$ cat config.mk
export PLATFORM = sky130hd
export DESIGN_NAME = uart_tx_flat
export DESIGN_NICKNAME = d
export VERILOG_FILES = /design/src/rtl/uart_pkg.sv /design/src/rtl/uart_tx_if.sv /design/src/rtl/uart_baud_gen.sv /design/src/rtl/uart_tx.sv /design/src/flat_wrapper.sv
export SDC_FILE = /design/constraint.sdc
export NUM_CORES = 1
export LEC_CHECK = 0
export BUFFER_PORTS_ARGS = -buffer_cell sky130_fd_sc_hd__buf_4
export CORE_ASPECT_RATIO = 1.25
export CORE_MARGIN = 2
export CORE_UTILIZATION = 36
export DETAILED_ROUTE_END_ITERATION = 8
export SYNTH_ARGS = -nofsm -noshare
export SYNTH_HDL_FRONTEND = slang
export SYNTH_SLANG_ARGS = --single-unit
$ cat constraint.sdc
create_clock -name clk_i -period 5.2 [get_ports clk_i]
set_input_delay 0.52 -clock clk_i [delete_from_list [all_inputs] [get_ports clk_i]]
set_output_delay 0.52 -clock clk_i [all_outputs]
set_load 0.01 [all_outputs]
$ cat src/rtl/uart_pkg.sv
// uart_pkg: shared UART state encoding and baud arithmetic for the transmitter and receiver.
package uart_pkg;
  typedef enum logic [2:0] {IDLE, START, DATA, PARITY, STOP} state_e;
  function automatic int cycles_per_bit(int clk_hz, int baud);
    return clk_hz / baud;
  endfunction
  function automatic int cnt_width(int cpb);
    return cpb > 1 ? $clog2(cpb) : 1;
  endfunction
endpackage

$ cat src/rtl/uart_tx_if.sv
// uart_tx_if: host handshake and serial line of the UART transmitter.
interface uart_tx_if;
  logic [7:0] data_i;
  logic       start_i;
  logic       busy_o;
  logic       done_o;
  logic       TXD_o;
  modport master (output data_i, start_i, input busy_o, done_o, TXD_o);
  modport slave (input data_i, start_i, output busy_o, done_o, TXD_o);
endinterface

$ cat src/rtl/uart_baud_gen.sv
// uart_baud_gen: bit-period counter with clear; tick_o marks the last cycle of each bit.
module uart_baud_gen
  import uart_pkg::*;
#(
  parameter int CPB = 10
) (
  input  logic clk_i,
  input  logic rst_i,
  input  logic clr_i,
  output logic tick_o
);
  localparam int W = cnt_width(CPB);
  logic [W-1:0] cnt_q, cnt_d;
  assign tick_o = cnt_q == W'(CPB - 1);
  assign cnt_d = (clr_i || tick_o) ? '0 : cnt_q + W'(1);
  always_ff @(posedge clk_i or posedge rst_i)
    if (rst_i) cnt_q <= '0;
    else cnt_q <= cnt_d;
endmodule

$ cat src/rtl/uart_tx.sv
// uart_tx: UART transmitter, 8N1/8N2 with start/busy handshake.
// Define UART_TX_PARITY_EN to insert an even parity bit (8E1/8E2).
module uart_tx
  import uart_pkg::*;
#(
  parameter int CLK_HZ    = 100_000_000,
  parameter int BAUD      = 9600,
  parameter int STOP_BITS = 1
) (
  input logic      clk_i,
  input logic      rst_i,
  uart_tx_if.slave bus
);
  localparam int CPB = cycles_per_bit(CLK_HZ, BAUD);
  state_e     state_q, state_d;
  logic [7:0] shift_q, shift_d;
  logic [2:0] idx_q, idx_d;
  logic       stop_q, stop_d;
  logic       txd_q, txd_d;
  logic       done_q, done_d;
  logic       accept, tick;
`ifdef UART_TX_PARITY_EN
  logic       par_q, par_d;
`endif
  assign accept = state_q == IDLE && bus.start_i;
  uart_baud_gen #(.CPB(CPB)) u_baud (
    .clk_i (clk_i),
    .rst_i (rst_i),
    .clr_i (accept),
    .tick_o(tick)
  );
  // txd_d carries the level of the next bit so the line changes on the same edge as the state.
  always_comb begin
    state_d = state_q;
    shift_d = shift_q;
    idx_d   = idx_q;
    stop_d  = stop_q;
    txd_d   = txd_q;
    done_d  = 1'b0;
`ifdef UART_TX_PARITY_EN
    par_d   = par_q;
`endif
    case (state_q)
      IDLE: begin
        txd_d = 1'b1;
        if (bus.start_i) begin
          shift_d = bus.data_i;
`ifdef UART_TX_PARITY_EN
          par_d   = ^bus.data_i;
`endif
          txd_d   = 1'b0;
          state_d = START;
        end
      end
      START: if (tick) begin
        txd_d   = shift_q[0];
        shift_d = shift_q >> 1;
        idx_d   = '0;
        state_d = DATA;
      end
      DATA: if (tick) begin
        idx_d   = idx_q + 3'd1;
        txd_d   = shift_q[0];
        shift_d = shift_q >> 1;
        if (idx_q == 3'd7) begin
`ifdef UART_TX_PARITY_EN
          txd_d   = par_q;
          state_d = PARITY;
`else
          txd_d   = 1'b1;
          stop_d  = 1'b0;
          state_d = STOP;
`endif
        end
      end
`ifdef UART_TX_PARITY_EN
      PARITY: if (tick) begin
        txd_d   = 1'b1;
        stop_d  = 1'b0;
        state_d = STOP;
      end
`endif
      STOP: if (tick) begin
        if (stop_q == 1'(STOP_BITS - 1)) begin
          state_d = IDLE;
          done_d  = 1'b1;
        end else stop_d = 1'b1;
      end
      default: begin
        txd_d   = 1'b1;
        state_d = IDLE;
      end
    endcase
  end
  always_ff @(posedge clk_i or posedge rst_i)
    if (rst_i) begin
      state_q <= IDLE;
      shift_q <= '0;
      idx_q   <= '0;
      stop_q  <= 1'b0;
      txd_q   <= 1'b1;
      done_q  <= 1'b0;
`ifdef UART_TX_PARITY_EN
      par_q   <= 1'b0;
`endif
    end else begin
      state_q <= state_d;
      shift_q <= shift_d;
      idx_q   <= idx_d;
      stop_q  <= stop_d;
      txd_q   <= txd_d;
      done_q  <= done_d;
`ifdef UART_TX_PARITY_EN
      par_q   <= par_d;
`endif
    end
  assign bus.busy_o = state_q != IDLE;
  assign bus.done_o = done_q;
  assign bus.TXD_o  = txd_q;
endmodule

$ cat src/flat_wrapper.sv
// flat-port wrapper written by rule: the top's interface ports become plain ports
module uart_tx_flat import uart_pkg::*;
#(
  parameter int CLK_HZ    = 100_000_000,
  parameter int BAUD      = 9600,
  parameter int STOP_BITS = 1
)
  (clk_i, rst_i, bus_data_i, bus_start_i, bus_busy_o, bus_done_o, bus_TXD_o);
  uart_tx_if bus_i ();
  input logic clk_i;
  input logic rst_i;
  input wire logic [$bits(bus_i.data_i)-1:0] bus_data_i;
  input wire logic [$bits(bus_i.start_i)-1:0] bus_start_i;
  output wire logic [$bits(bus_i.busy_o)-1:0] bus_busy_o;
  output wire logic [$bits(bus_i.done_o)-1:0] bus_done_o;
  output wire logic [$bits(bus_i.TXD_o)-1:0] bus_TXD_o;
  assign bus_i.data_i = bus_data_i;
  assign bus_i.start_i = bus_start_i;
  assign bus_busy_o = bus_i.busy_o;
  assign bus_done_o = bus_i.done_o;
  assign bus_TXD_o = bus_i.TXD_o;
  uart_tx #(.CLK_HZ(CLK_HZ), .BAUD(BAUD), .STOP_BITS(STOP_BITS)) u_core (.clk_i(clk_i), .rst_i(rst_i), .bus(bus_i));
endmodule
# ---- After elaboration in Yosys (flattened, before gate mapping)
# Cells that the tools add are included.
dict set report totals {
  register_bits 31
  latchBits 0
  ramBits 0
  mem_bits_ro 0
  in_bits 11
  output_inout_bits 3
  elab_cells 62
  mem_count 0
}
dict set report classes {
  add_sub_neg 2
  n_mul 0
  n_div 0
  order_cmp 0
  n_eq_ne 12
  shifts 0
  mux 27
  n_bitwise 1
  n_reduce_logical 13
}
# operator count
set op_table {}
lappend op_table {{3-bit 2-to-1 mux} 8}
lappend op_table {{8-bit 2-to-1 mux} 2}
lappend op_table {{8-bit one-hot mux with 2 select lines} 1}
lappend op_table {{14-bit by 1-bit adder with 14-bit output, second input constant} 1}
lappend op_table {{14-bit equality test, second input constant} 1}
lappend op_table {{14-bit 2-to-1 mux} 1}
lappend op_table {{3-bit one-hot mux with 4 select lines} 1}
lappend op_table {{1-bit 2-to-1 mux} 11}
lappend op_table {{2-bit != test, second input constant} 5}
lappend op_table {{3-bit AND reduction} 3}
lappend op_table {{3-bit equality test, second input constant} 2}
lappend op_table {{3-bit one-hot mux with 2 select lines} 1}
lappend op_table {{6-bit AND reduction} 1}
lappend op_table {{2-bit nonzero test} 3}
lappend op_table {{2-bit by 1-bit != test with 1-bit output, second input constant} 2}
lappend op_table {{1-bit one-hot mux with 4 select lines} 1}
lappend op_table {{4-bit AND reduction} 1}
lappend op_table {{3-bit by 1-bit adder with 3-bit output, second input constant} 1}
lappend op_table {{3-bit by 1-bit equality test with 1-bit output, second input constant} 1}
lappend op_table {{3-bit by 2-bit equality test with 1-bit output, second input constant} 1}
lappend op_table {{3-bit zero test} 1}
lappend op_table {{3-bit nonzero test} 1}
lappend op_table {{1-bit one-hot mux with 2 select lines} 1}
lappend op_table {{2-bit OR reduction} 1}
lappend op_table {{other kinds (3)} 3}

# ---- Logic depth before layout (Yosys ltp)
dict set report logic_depth {
  word_depth 4
  ltp_mapped 7
  mapped_depth_nobuf 6
}

# ---- By module
# A second synthesis with hierarchy kept.
dict set report unflattened {
  hier_cells 148
  hier_area_um2 1607.8
}
# module instances cells_per_inst area_each_um2 seq_area_each_um2
set modules_own_cells {}
lappend modules_own_cells {uart_tx 1 77 874.6 401.6}
lappend modules_own_cells {uart_baud_gen 1 71 733.2 350.3}

# ---- Worst setup path before layout
# Ideal clock, no wire load.
dict set report synth_timing {
  path_type {register -> register}
  from {register u_core.u_baud.cnt_q[9]}
  to {register u_core.idx_q[1]}
  setup_time_ns 0.121
  arrival_time_ns 2.065
  required_time_ns 5.079
  slack_ns 3.014
  path_stages_with_launch 6
  path_buffers 1
  period_less_slack_ns 2.186
  path_cell_list {dfrtp_1 -> or4_1 -> or4_1 -> clkbuf_2 -> or3_4 -> a22o_1}
}
dict set report synth_between {
  elab_chain_len 3
  word_cells_on_any_way 4
  classes_between {eq/ne (3); reduce/logical (1)}
}
# item line_no
set synth_lines {}
lappend synth_lines {{from (decl)} uart_baud_gen.sv:13} ;# logic [W-1:0] cnt_q, cnt_d;
lappend synth_lines {{from (signal assigned)} uart_baud_gen.sv:18} ;# else cnt_q <= cnt_d;
lappend synth_lines {{14-bit equality test *} uart_baud_gen.sv:14} ;# assign tick_o = cnt_q == W'(CPB - 1);
lappend synth_lines {{2-bit != test (no source line)} -}
lappend synth_lines {{3-bit AND reduction (no source line) *} -}
lappend synth_lines {{to (signal assigned)} uart_tx.sv:109} ;# idx_q <= idx_d;
lappend synth_lines {{to (decl)} uart_tx.sv:17} ;# logic [2:0] idx_q, idx_d;
# Mark *: on every way between the ends. The rest lies on a longest branch, timed or not.
# A chain may end at the register's enable or synchronous reset.

# ---- Worst setup path after layout
dict set report layout_timing {
  from {register u_core.u_baud.cnt_q[9]}
  to {register u_core.shift_q[1]}
}
dict set report layout_between {
  elab_chain_len 3
}
# item line_no
set layout_lines {}
lappend layout_lines {{14-bit equality test} uart_baud_gen.sv:14}
lappend layout_lines {{2-bit by 1-bit != test with 1-bit output (no source line)} -}
lappend layout_lines {{3-bit AND reduction (no source line)} -}
lappend layout_lines {{to (signal assigned)} uart_tx.sv:108} ;# shift_q <= shift_d;
lappend layout_lines {{to (decl)} uart_tx.sv:16} ;# logic [7:0] shift_q, shift_d;
# No other way between the ends.

==> run metrics <==
cell area after layout 0.001793 sq mm; vias 1118; R2R Path End u_core.shift_q[1]$_DFFE_PP0P_; total grt overflow 0; Hold Fails Final Rpt 0; Rows 26; CP arrival 2640 ps; internal reg-to-reg setup slack 2720 ps; Leak 0.7850 nW; Post-Route Setup TNS 0 ps; GPL Wtd Cong about 0.84; Synth Area per Inst 10.42 sq um; fmax 403.4 MHz; #FFs+latches synth 30; CP required 5360 ps; area leader, netlist dfrtp_1; core area 0.004131 sq mm; NetSw 199.3 uW; Port Buf Inserts 13; Die H between 70 and 80 um; Boundary Pins 14; Total GRT Usage 0.1343; post-detail-place hpwl between 2000 and 2500 um; Netlist Area Pre-Place 0.001553 sq mm; # resized after CTS 0; initial antenna violation count 0; hold_buf cts 0; synth warn 0; PnR Total Power 710.3 uW; Synth top cells by count dfrtp_1, nor2_1, mux2_2, xnor2_1, inv_1; Worst R2R Start u_core.u_baud.cnt_q[9]$_DFF_PP0_; skew final approximately 7 ps; share of the synthesized area in the top cell type 0.4674; Comb power frac 0.214; worst hold slack approximately 460 ps; CP endpoint u_core.shift_q[1]$_DFFE_PP0P_; latest clock arrival within the worst-skew pair between 200 and 300 ps; Reg power frac 0.476; Pre-Repair DR Iteration Count 4; slowest cell on the critical path nor4_1; Pint ~510 uW; Slew HR 0.2441; Clock Path Buffers 2; Post-synth ARST share 1.000; Starting Density 0.3758; Post-Synthesis Cells around 150; most used standard cell by instance count after synthesis dfrtp_1; status finished clean; die area roughly 0.0049 sq mm; Sw Share 0.2806; pin count of the biggest net entering global routing 31; RSZ-0062 raised after global routing no; Worst Setup Start Kind register; fin worst setup slack 2721 ps; first-pass GRT wire length ~5000 um; CTS Sinks 30; final worst-path cycle share 0.4767; CTS tree built; Crit. End Element register; final net count 178; max-slew violations 0; Clock power frac 0.310; Post CTS Setup Buffer Count 0; CTS H-Tree Depth 2; Die X approximately 63 um; CP Max Fanout 9; placed cells ~210; Post-synth EDFFs 0; syn nets 163; Post-synth top flop dfrtp_1; drc violations 0; post-route insts no fill about 220; Max-cap violations 0; Slew @ Worst Pin ~1100 ps; Worst path max stage delay just under 600 ps; top cells by area, synth dfrtp_1, mux2_2, xnor2_1; area post-placement between 0.0015 and 0.002 sq mm; vias in the first global route approximately 1100; WS Path Type reg -> reg; min Tclk post-route roughly 2500 ps; final setup vio count 0; sequential share of the synthesized area 0.4843; Routed Antenna Nets 0; Layout area overhead 15.47%; cells along the critical path or4_1, nor4_1, a21o_1, mux2_2; Synth cell types 36; post-place setup slack approximately 2700 ps; WL/cell 13.22 um; Final Core Density 0.4340; initial drt markers 76; worst min-delay path class in -> reg; share of layout cells above drive strength 1 0.2545; Routed WL about 2900 um; FF-to-FF path depth 4; n_diodes 0; worst setup path startpoint u_core.u_baud.cnt_q[9]$_DFF_PP0_; Max VDD drop 0.1419 mV; cts bufs inserted 5; clock transition at the registers of the reported paths about 60 ps; PwrDens 396.2 mW/mm^2; Clock Tree Root clkbuf_8; Via density 5.059
## power groups by stage
| stage | Sequential, mW | Combinational, mW | Clock [mW] |
|---|---|---|---|
| after floorplan | 0.330 | 0.121 | 0 |
| after global placement | 0.337 | 0.144 | 0 |
| final | 0.338 | 0.152 | 0.220 |
| after CTS | 0.338 | 0.154 | 0.226 |
| after global routing | 0.348 | 0.176 | 0.234 |
| after detailed placement | 0.343 | 0.153 | 0 |
## worst min path at each step
stage	start	endpoint	cells after the start	slack, ps
finish	bus_data_i[7]	u_core.shift_q[7]$_DFFE_PP0P_	3	460
global placement	u_core.u_baud.cnt_q[0]$_DFF_PP0_	u_core.u_baud.cnt_q[0]$_DFF_PP0_	1	470
detailed placement	u_core.u_baud.cnt_q[0]$_DFF_PP0_	u_core.u_baud.cnt_q[0]$_DFF_PP0_	1	490
global route	bus_data_i[7]	u_core.shift_q[7]$_DFFE_PP0P_	3	480
floorplan	u_core.u_baud.cnt_q[0]$_DFF_PP0_	u_core.u_baud.cnt_q[0]$_DFF_PP0_	1	450
CTS	bus_data_i[7]	u_core.shift_q[7]$_DFFE_PP0P_	3	460
## registers in the layout, summed over array words and instances (netlist names)
register,cells
u_core.u_baud.cnt_q,14
u_core.bus.done_o,1
u_core.idx_q,3
u_core.bus.TXD_o,1
u_core.shift_q,8
u_core.state_q,3
## final cells by class
| type | instances | area, sq um |
|---|---|---|
| Fill cell | 398 | 2338 |
| Clock buffer | 8 | 110.1 |
| Tap cell | 56 | 70.07 |
| Inverter | 9 | 33.78 |
| Sequential cell | 30 | 752.0 |
| Multi-Input combinational cell | 104 | 721.9 |
| Timing Repair Buffer | 14 | 105.1 |
## routing by layer
metal | vias up | global-route usage | wire (um)
met5 | - | 0 | 0
met4 | 0 | 0.05333 | 55
met3 | 5 | 0.04058 | 100
met2 | 18 | 0.2215 | 1423
met1 | 548 | 0.1639 | 1343
li1 | 547 | - | -
## cell usage in the layout (no fill, tap or decap), types with 2 or more instances in the layout
cell	n
ha_1	3
nand3_1	6
nand2b_1	3
clkbuf_8	8
inv_1	9
a21o_1	2
xor2_1	2
xnor2_1	10
nor3_1	4
o41ai_1	3
o21ai_0	4
nor2_1	21
dfrtp_1	29
nand4b_1	2
or4_1	2
nand4_1	3
nand2_1	6
nor4_1	3
a21oi_1	4
buf_4	14
mux2_2	14
## worst max-delay path, delay by kind of cell, from the launching register on
family / cells / cell delay, ps
and+or+nand+nor: 2 / 1130
muxes: 1 / 380
AOI/OAI and AO/OA: 1 / 420
DFF: 1 / 440
## cell families after synthesis
| family | Yosys count | synth area share |
|---|---|---|
| muxes | 14 | 0.1015 |
| xor gates and xnor gates | 12 | 0.06769 |
| AOI/OAI and AO/OA | 19 | 0.08623 |
| buffers and inverters | 15 | 0.05076 |
| DFF | 30 | 0.4843 |
| and+or+nand+nor | 56 | 0.1853 |
| adders and majority gates | 3 | 0.02418 |
Power figures use the tool's default switching activity.
